$ cat config.mk
export PLATFORM = sky130hd
export DESIGN_NAME = mac_buff_sched
export DESIGN_NICKNAME = d
export VERILOG_FILES = /design/src/rtl/mac_sched_pkg.sv /design/src/rtl/rr_arb2.sv /design/src/rtl/mac_buff_sched.sv
export SDC_FILE = /design/constraint.sdc
export NUM_CORES = 1
export LEC_CHECK = 0
export ABC_AREA = 0
export BUFFER_PORTS_ARGS = -buffer_cell sky130_fd_sc_hd__buf_2
export CORE_AREA = 4 4 179 181
export CTS_CLUSTER_SIZE = 40
export DETAILED_ROUTE_END_ITERATION = 12
export DIE_AREA = 0 0 183 185
export HOLD_SLACK_MARGIN = 0.05
export PLACE_DENSITY = 0.61
export RECOVER_POWER = 100
export SLEW_MARGIN = 20
export SYNTH_ARGS = -nofsm -noshare
export SYNTH_HDL_FRONTEND = slang
export SYNTH_SLANG_ARGS = --single-unit
$ cat constraint.sdc
create_clock -name CLK -period 4.5 [get_ports CLK]
set_input_delay 0.9 -clock CLK [delete_from_list [all_inputs] [get_ports CLK]]
set_output_delay 0.9 -clock CLK [all_outputs]
set_load 0.1 [all_outputs]
$ cat src/rtl/mac_sched_pkg.sv
// Shared types and default sizes for the MAC buffer scheduler.
package mac_sched_pkg;

  // Batch life cycle: fill the buffer, wait until it is readable, kick readout, drain results.
  typedef enum logic [1:0] {
    StFill    = 2'd0,
    StWaitRd  = 2'd1,
    StIssueRd = 2'd2,
    StCollect = 2'd3
  } sched_state_e;

  localparam int unsigned BatchDefault = 64;
  localparam int unsigned DwDefault    = 16;
  localparam int unsigned RwDefault    = 34;

endpackage

$ cat src/rtl/rr_arb2.sv
// Two-way round-robin arbiter with a single priority pointer bit.
module rr_arb2 (
  input  logic       clk_i,
  input  logic       rst_ni,
  input  logic [1:0] req_i,
  input  logic       en_i,
  output logic [1:0] gnt_o
);

  // ptr_q=1 means requester 1 wins a tie.
  logic ptr_q, ptr_d;

  // Grant decode and pointer update: the pointer moves to the side that just lost.
  always_comb begin
    gnt_o = 2'b00;
    ptr_d = ptr_q;
    if (en_i) begin
      case (req_i)
        2'b01:   gnt_o = 2'b01;
        2'b10:   gnt_o = 2'b10;
        2'b11:   gnt_o = ptr_q ? 2'b10 : 2'b01;
        default: gnt_o = 2'b00;
      endcase
      if (gnt_o[0]) begin
        ptr_d = 1'b1;
      end else if (gnt_o[1]) begin
        ptr_d = 1'b0;
      end
    end
  end

  // Pointer register.
  always_ff @(posedge clk_i or negedge rst_ni) begin
    if (!rst_ni) begin
      ptr_q <= 1'b0;
    end else begin
      ptr_q <= ptr_d;
    end
  end

endmodule

$ cat src/rtl/mac_buff_sched.sv
// Schedules dot-product jobs from two requesters into a MAC buffer, then drains the
// batch back out, tagging each result with its slot index and originating requester.
module mac_buff_sched
  import mac_sched_pkg::*;
#(
  parameter int unsigned BATCH = BatchDefault,
  parameter int unsigned DW    = DwDefault,
  parameter int unsigned RW    = RwDefault
) (
  input  logic                     CLK,
  input  logic                     RST_N,
  input  logic                     req0_valid,
  output logic                     req0_ready,
  input  logic [4*DW-1:0]          req0_vect_a,
  input  logic [4*DW-1:0]          req0_vect_b,
  input  logic                     req1_valid,
  output logic                     req1_ready,
  input  logic [4*DW-1:0]          req1_vect_a,
  input  logic [4*DW-1:0]          req1_vect_b,
  output logic                     EN_mac,
  input  logic                     RDY_mac,
  output logic [DW-1:0]            mac_vectA_0,
  output logic [DW-1:0]            mac_vectA_1,
  output logic [DW-1:0]            mac_vectA_2,
  output logic [DW-1:0]            mac_vectA_3,
  output logic [DW-1:0]            mac_vectB_0,
  output logic [DW-1:0]            mac_vectB_1,
  output logic [DW-1:0]            mac_vectB_2,
  output logic [DW-1:0]            mac_vectB_3,
  output logic                     EN_blockRead,
  input  logic                     RDY_blockRead,
  input  logic                     VALID_memVal,
  input  logic [RW-1:0]            memVal_data,
  output logic                     res_valid,
  output logic [RW-1:0]            res_data,
  output logic                     res_owner,
  output logic [$clog2(BATCH)-1:0] res_idx,
  output logic                     batch_done,
  output logic                     err_spurious
);

  localparam int unsigned IW = $clog2(BATCH);
  localparam logic [IW-1:0] LastSlot = IW'(BATCH - 1);

  sched_state_e   state_q, state_d;
  logic [IW-1:0]  wr_cnt_q, wr_cnt_d;
  logic [IW-1:0]  rd_cnt_q, rd_cnt_d;
  logic [BATCH-1:0] owner_q, owner_d;
  logic           res_valid_q, res_valid_d;
  logic [RW-1:0]  res_data_q, res_data_d;
  logic           res_owner_q, res_owner_d;
  logic [IW-1:0]  res_idx_q, res_idx_d;
  logic           batch_done_q, batch_done_d;
  logic           err_q, err_d;

  logic           arb_en;
  logic [1:0]     gnt;
  logic           fire;
  logic [4*DW-1:0] sel_a, sel_b;

  // Grants only while filling; gated by reset so handshakes drop the moment reset asserts.
  assign arb_en = RST_N && (state_q == StFill) && RDY_mac;

  rr_arb2 u_arb (
    .clk_i  (CLK),
    .rst_ni (RST_N),
    .req_i  ({req1_valid, req0_valid}),
    .en_i   (arb_en),
    .gnt_o  (gnt)
  );

  // Combinational issue path: the granted job goes straight to the MAC buffer.
  always_comb begin
    fire       = |gnt;
    req0_ready = gnt[0];
    req1_ready = gnt[1];
    EN_mac     = fire;
    sel_a      = gnt[1] ? req1_vect_a : req0_vect_a;
    sel_b      = gnt[1] ? req1_vect_b : req0_vect_b;
  end

  assign mac_vectA_0 = sel_a[0*DW +: DW];
  assign mac_vectA_1 = sel_a[1*DW +: DW];
  assign mac_vectA_2 = sel_a[2*DW +: DW];
  assign mac_vectA_3 = sel_a[3*DW +: DW];
  assign mac_vectB_0 = sel_b[0*DW +: DW];
  assign mac_vectB_1 = sel_b[1*DW +: DW];
  assign mac_vectB_2 = sel_b[2*DW +: DW];
  assign mac_vectB_3 = sel_b[3*DW +: DW];

  assign EN_blockRead = RST_N && (state_q == StIssueRd);
  assign res_valid    = res_valid_q;
  assign res_data     = res_data_q;
  assign res_owner    = res_owner_q;
  assign res_idx      = res_idx_q;
  assign batch_done   = batch_done_q;
  assign err_spurious = err_q;

  // Next-state: batch FSM, slot/read counters, owner bitmap and result registers.
  always_comb begin
    state_d      = state_q;
    wr_cnt_d     = wr_cnt_q;
    rd_cnt_d     = rd_cnt_q;
    owner_d      = owner_q;
    res_valid_d  = 1'b0;
    res_data_d   = res_data_q;
    res_owner_d  = res_owner_q;
    res_idx_d    = res_idx_q;
    batch_done_d = 1'b0;
    err_d        = err_q;

    if (VALID_memVal && (state_q != StCollect)) begin
      err_d = 1'b1;
    end

    case (state_q)
      StFill: begin
        if (fire) begin
          owner_d[wr_cnt_q] = gnt[1];
          if (wr_cnt_q == LastSlot) begin
            // Count stays at the last slot until the drain finishes and clears it.
            state_d = StWaitRd;
          end else begin
            wr_cnt_d = wr_cnt_q + IW'(1);
          end
        end
      end
      StWaitRd: begin
        if (RDY_blockRead) begin
          state_d = StIssueRd;
        end
      end
      StIssueRd: begin
        state_d = StCollect;
      end
      StCollect: begin
        if (VALID_memVal) begin
          res_valid_d = 1'b1;
          res_data_d  = memVal_data;
          res_idx_d   = rd_cnt_q;
          res_owner_d = owner_q[rd_cnt_q];
          if (rd_cnt_q == LastSlot) begin
            batch_done_d = 1'b1;
            rd_cnt_d     = '0;
            wr_cnt_d     = '0;
            state_d      = StFill;
          end else begin
            rd_cnt_d = rd_cnt_q + IW'(1);
          end
        end
      end
      default: state_d = StFill;
    endcase
  end

  // State registers.
  always_ff @(posedge CLK or negedge RST_N) begin
    if (!RST_N) begin
      state_q      <= StFill;
      wr_cnt_q     <= '0;
      rd_cnt_q     <= '0;
      owner_q      <= '0;
      res_valid_q  <= 1'b0;
      res_data_q   <= '0;
      res_owner_q  <= 1'b0;
      res_idx_q    <= '0;
      batch_done_q <= 1'b0;
      err_q        <= 1'b0;
    end else begin
      state_q      <= state_d;
      wr_cnt_q     <= wr_cnt_d;
      rd_cnt_q     <= rd_cnt_d;
      owner_q      <= owner_d;
      res_valid_q  <= res_valid_d;
      res_data_q   <= res_data_d;
      res_owner_q  <= res_owner_d;
      res_idx_q    <= res_idx_d;
      batch_done_q <= batch_done_d;
      err_q        <= err_d;
    end
  end

endmodule

==> impl_metrics.yaml <==
status:
  outcome: "finished with violations"
  violations: "capacitance limit, slew limit"
run:
  cap_violations: 5
power_and_ir_drop:
  seqPwrFrac: 0.254
  p_leak_nw: 5.34
  pwr-share-comb: 0.525
  powerDensity_nw_per_um2: 581
  p_switching_mw: 3.47
  vdd_drop_max_v: 0.000305
  switching_share: 0.547
  intPower_mw: 2.87
  p_clk_frac: 0.221
global_routing:
  grt_pass1_vias: 7400
  track_usage: 0.256
  grt_start_max_net_pins: 82
  grt_overflow_total: 0
  grt_pass1_wl_microns: 59100
  antenna_found_initial: 91
cts:
  cts-htree-levels: 4
  ctsHoldBuffers: 0
  cts_root_buf: "clkbuf_16"
  clk_pin_slew_worst_paths_ns: 0.06
  cts_sinks: 123
  cts_tree: "yes"
  cts_resized: 0
  cts_buffer_depth: 2
  cts_setup_buffers: 0
  clkLatencyLatePin_ns: 0.42
  numCtsBuffers: 17
yosys:
  muxShareOfSynthArea: 0.263
  syn-cell-area_sq_um: 7260
  synth_top_family_by_area: "multiplexers"
  synth_nets: 1019
  synth-edff-count: 0
  synthSimpleGateAreaFrac: 0.121
  syn_inst: 715
  postSynthAreaPerCell_sq_um: 10.2
  yosysSeqAreaShare: 0.424
  ys_ff_latch: 123
  synth-warning-count: 0
  synth.distinct_cells: 51
  synth_xor_area_frac: 0.00844
  synth_flop_cell: "dfrtp_1"
  synth_compound_area_frac: 0.132
  synth_fa_ha_area_frac: 0.0121
  synthArstFlopShare: 1.00
placement:
  hpwl_microns: 39300
  routabilityCongestion: 1.02
  portBuffers: 472
  placed_area_sq_um: 10300
timing:
  post-route-min-period_ns: 4.07
  period_share: 0.905
  hold_viol: 0
  max_slew_margin: -0.367
  maxSlewViolCount: 179
  tightestPinTransition_ns: 2.05
  holdWs_ns: 0.459
  rsz0062_at_grt: "no"
  fmax_mhz: 246
  setup_viol: 0
  skew_ns: 0.00945
  setup_tns_ns: 0
routing:
  drt-initial-drc-count: 578
  viasPerCell: 4.95
  drt_wl_total_microns: 46000
  first_pass_iters: 5
  ant_nets: 0
  wl_per_cell_microns: 28.6
  drc: 0
  num_vias: 7973
critical_path:
  crit_top_cell: "clkbuf_2"
  crit_fanout: 15
  start_kind: "register"
  required_ns: 3.60
  path_cells: "inv_1 -> ha_1 -> o2111ai_1 -> clkbuf_1 -> nor2_4 -> clkbuf_2 -> mux2_2 -> clkbuf_2"
  crit_slowest_cell: "nor2_4"
  cp.arrival_ns: 3.17
  max_stage_delay_ns: 0.44
  cp-end-kind: "primary output"
  path_class: "reg2out"
cells_and_area:
  drive_above_1_share: 0.499
  fillCellCount: 3177
  regArea_sq_um: 3080
  nets: 1465
  multi_input_area_sq_um: 3890
  syn_to_final_growth_pct: 50.3
  fin_util: 0.359
  finish.instance_area_sq_um: 10900
floorplan:
  core_area_sq_um: 30400
  initial_core_util: 0.239
  die_w_microns: 183
  ios: 473
  row_count: 64
  fp.dieH_microns: 185
  die_area_sq_um: 33900
min_path:
  hold_path_class: "reg2reg"
-- per-stage QoR --
stage / instances / setup slack [ns] / power, mW
after floorplan: 715 / 0.918 / 4.33
after global placement: 1538 / 0.889 / 4.99
after detailed placement: 1538 / 0.885 / 5.02
after CTS: 1570 / 0.626 / 6.42
after global routing: 1589 / 0.245 / 6.59
final: 1610 / 0.429 / 6.34
-- flip-flops by register name (all words and copies together), names as in the netlist --
register,cells
res_valid,1
wr_cnt_q,6
owner_q,64
res_idx,6
res_owner,1
res_data,34
state_q,2
rd_cnt_q,6
batch_done,1
err_spurious,1
u_arb.ptr_q,1
-- critical path, delay by kind of cell (launching register included) --
family,cells,cell delay (ns)
mux,1,0.38
buf+inv,4,1.10
flops,1,0.40
fa+ha+maj,1,0.28
simple gates,1,0.44
compound gates,1,0.14
-- worst paths after layout --
kind	to	depth (start not counted)	startpoint	slack (ns)
max	mac_vectB_3[3]	8	state_q[0]$_DFFE_PN0P_	0.43
min	err_spurious$_DFFE_PN0P_	1	err_spurious$_DFFE_PN0P_	0.46
max reg2reg	owner_q[11]$_DFFE_PN0P_	9	state_q[0]$_DFFE_PN0P_	1.00
min reg2reg	err_spurious$_DFFE_PN0P_	1	err_spurious$_DFFE_PN0P_	0.46
max in group asynchronous	owner_q[43]$_DFFE_PN0P_	3	RST_N	1.47
min in group asynchronous	wr_cnt_q[0]$_DFFE_PN0P_	2	RST_N	0.68
-- layout make-up --
class | count | share of cell area
multi-input combinational | 525 | 0.356
sequential | 123 | 0.282
timing repair buffer | 486 | 0.249
tap | 396 | 0.0454
clock buffer | 22 | 0.0425
clock inverter | 10 | 0.0128
antenna | 40 | 0.00917
inverter | 8 | 0.00275
-- cell usage after synthesis, types with 2 or more instances --
cell type | count | area, sq um
nand3_1 | 10 | 50.1
xor2_1 | 4 | 35.0
nand4_1 | 2 | 12.5
a21o_1 | 3 | 22.5
nor2b_1 | 2 | 12.5
o311ai_0 | 2 | 17.5
nor3b_2 | 2 | 25.0
a31oi_1 | 26 | 163
mux4_2 | 2 | 45.0
and3_1 | 4 | 25.0
and2_1 | 3 | 18.8
and3b_1 | 2 | 17.5
o211ai_1 | 4 | 30.0
nand2_1 | 133 | 499
or3b_2 | 2 | 17.5
o21ai_0 | 43 | 215
nand3b_1 | 5 | 37.5
dfrtp_1 | 123 | 3080
mux2i_1 | 8 | 80.1
nor3_1 | 2 | 10.0
inv_1 | 7 | 26.3
xnor2_1 | 3 | 26.3
buf_1 | 11 | 41.3
nor2_1 | 29 | 109
a21oi_1 | 32 | 160
mux2_2 | 135 | 1520
o31ai_1 | 33 | 248
ha_1 | 7 | 87.6
mux4_1 | 10 | 263
clkbuf_1 | 29 | 109
buf_2 | 17 | 85.1
-- metal layers --
layer	vias up	wire length, microns	track usage
li1	3525	-	-
met1	3738	16300	0.289
met2	545	23200	0.443
met3	161	3690	0.0585
met4	4	2730	0.149
met5	-	21	0
-- power groups by stage --
stage	sequential, mW	clock, mW	combinational (mW)
after floorplan	2.69	0	1.64
after global placement	1.62	0	3.36
after detailed placement	1.63	0	3.39
after CTS	1.61	1.41	3.40
after global routing	1.65	1.47	3.47
final	1.61	1.40	3.33
-- logic make-up after synthesis --
| family | Yosys count |
|---|---|
| AO/OA/AOI/OAI | 154 |
| XOR/XNOR | 7 |
| adder cells (fa/ha/maj) | 7 |
| buffers and inverters | 67 |
| flip-flops | 123 |
| multiplexers | 155 |
| AND/OR/NAND/NOR | 202 |
-- cells in the final DEF, fill, tap and decap left out, types with 23 or more instances in the layout --
cell      instances
o31ai_1          33
mux2_2          117
clkbuf_1         57
clkbuf_2         69
o21ai_0          43
buf_2           336
a31oi_1          26
nand2_1         133
a21oi_1          32
nor2_1           28
dfrtp_1         123
buf_12           23
diode_2          40
Note: power is estimated with default switching activity, not from simulation.
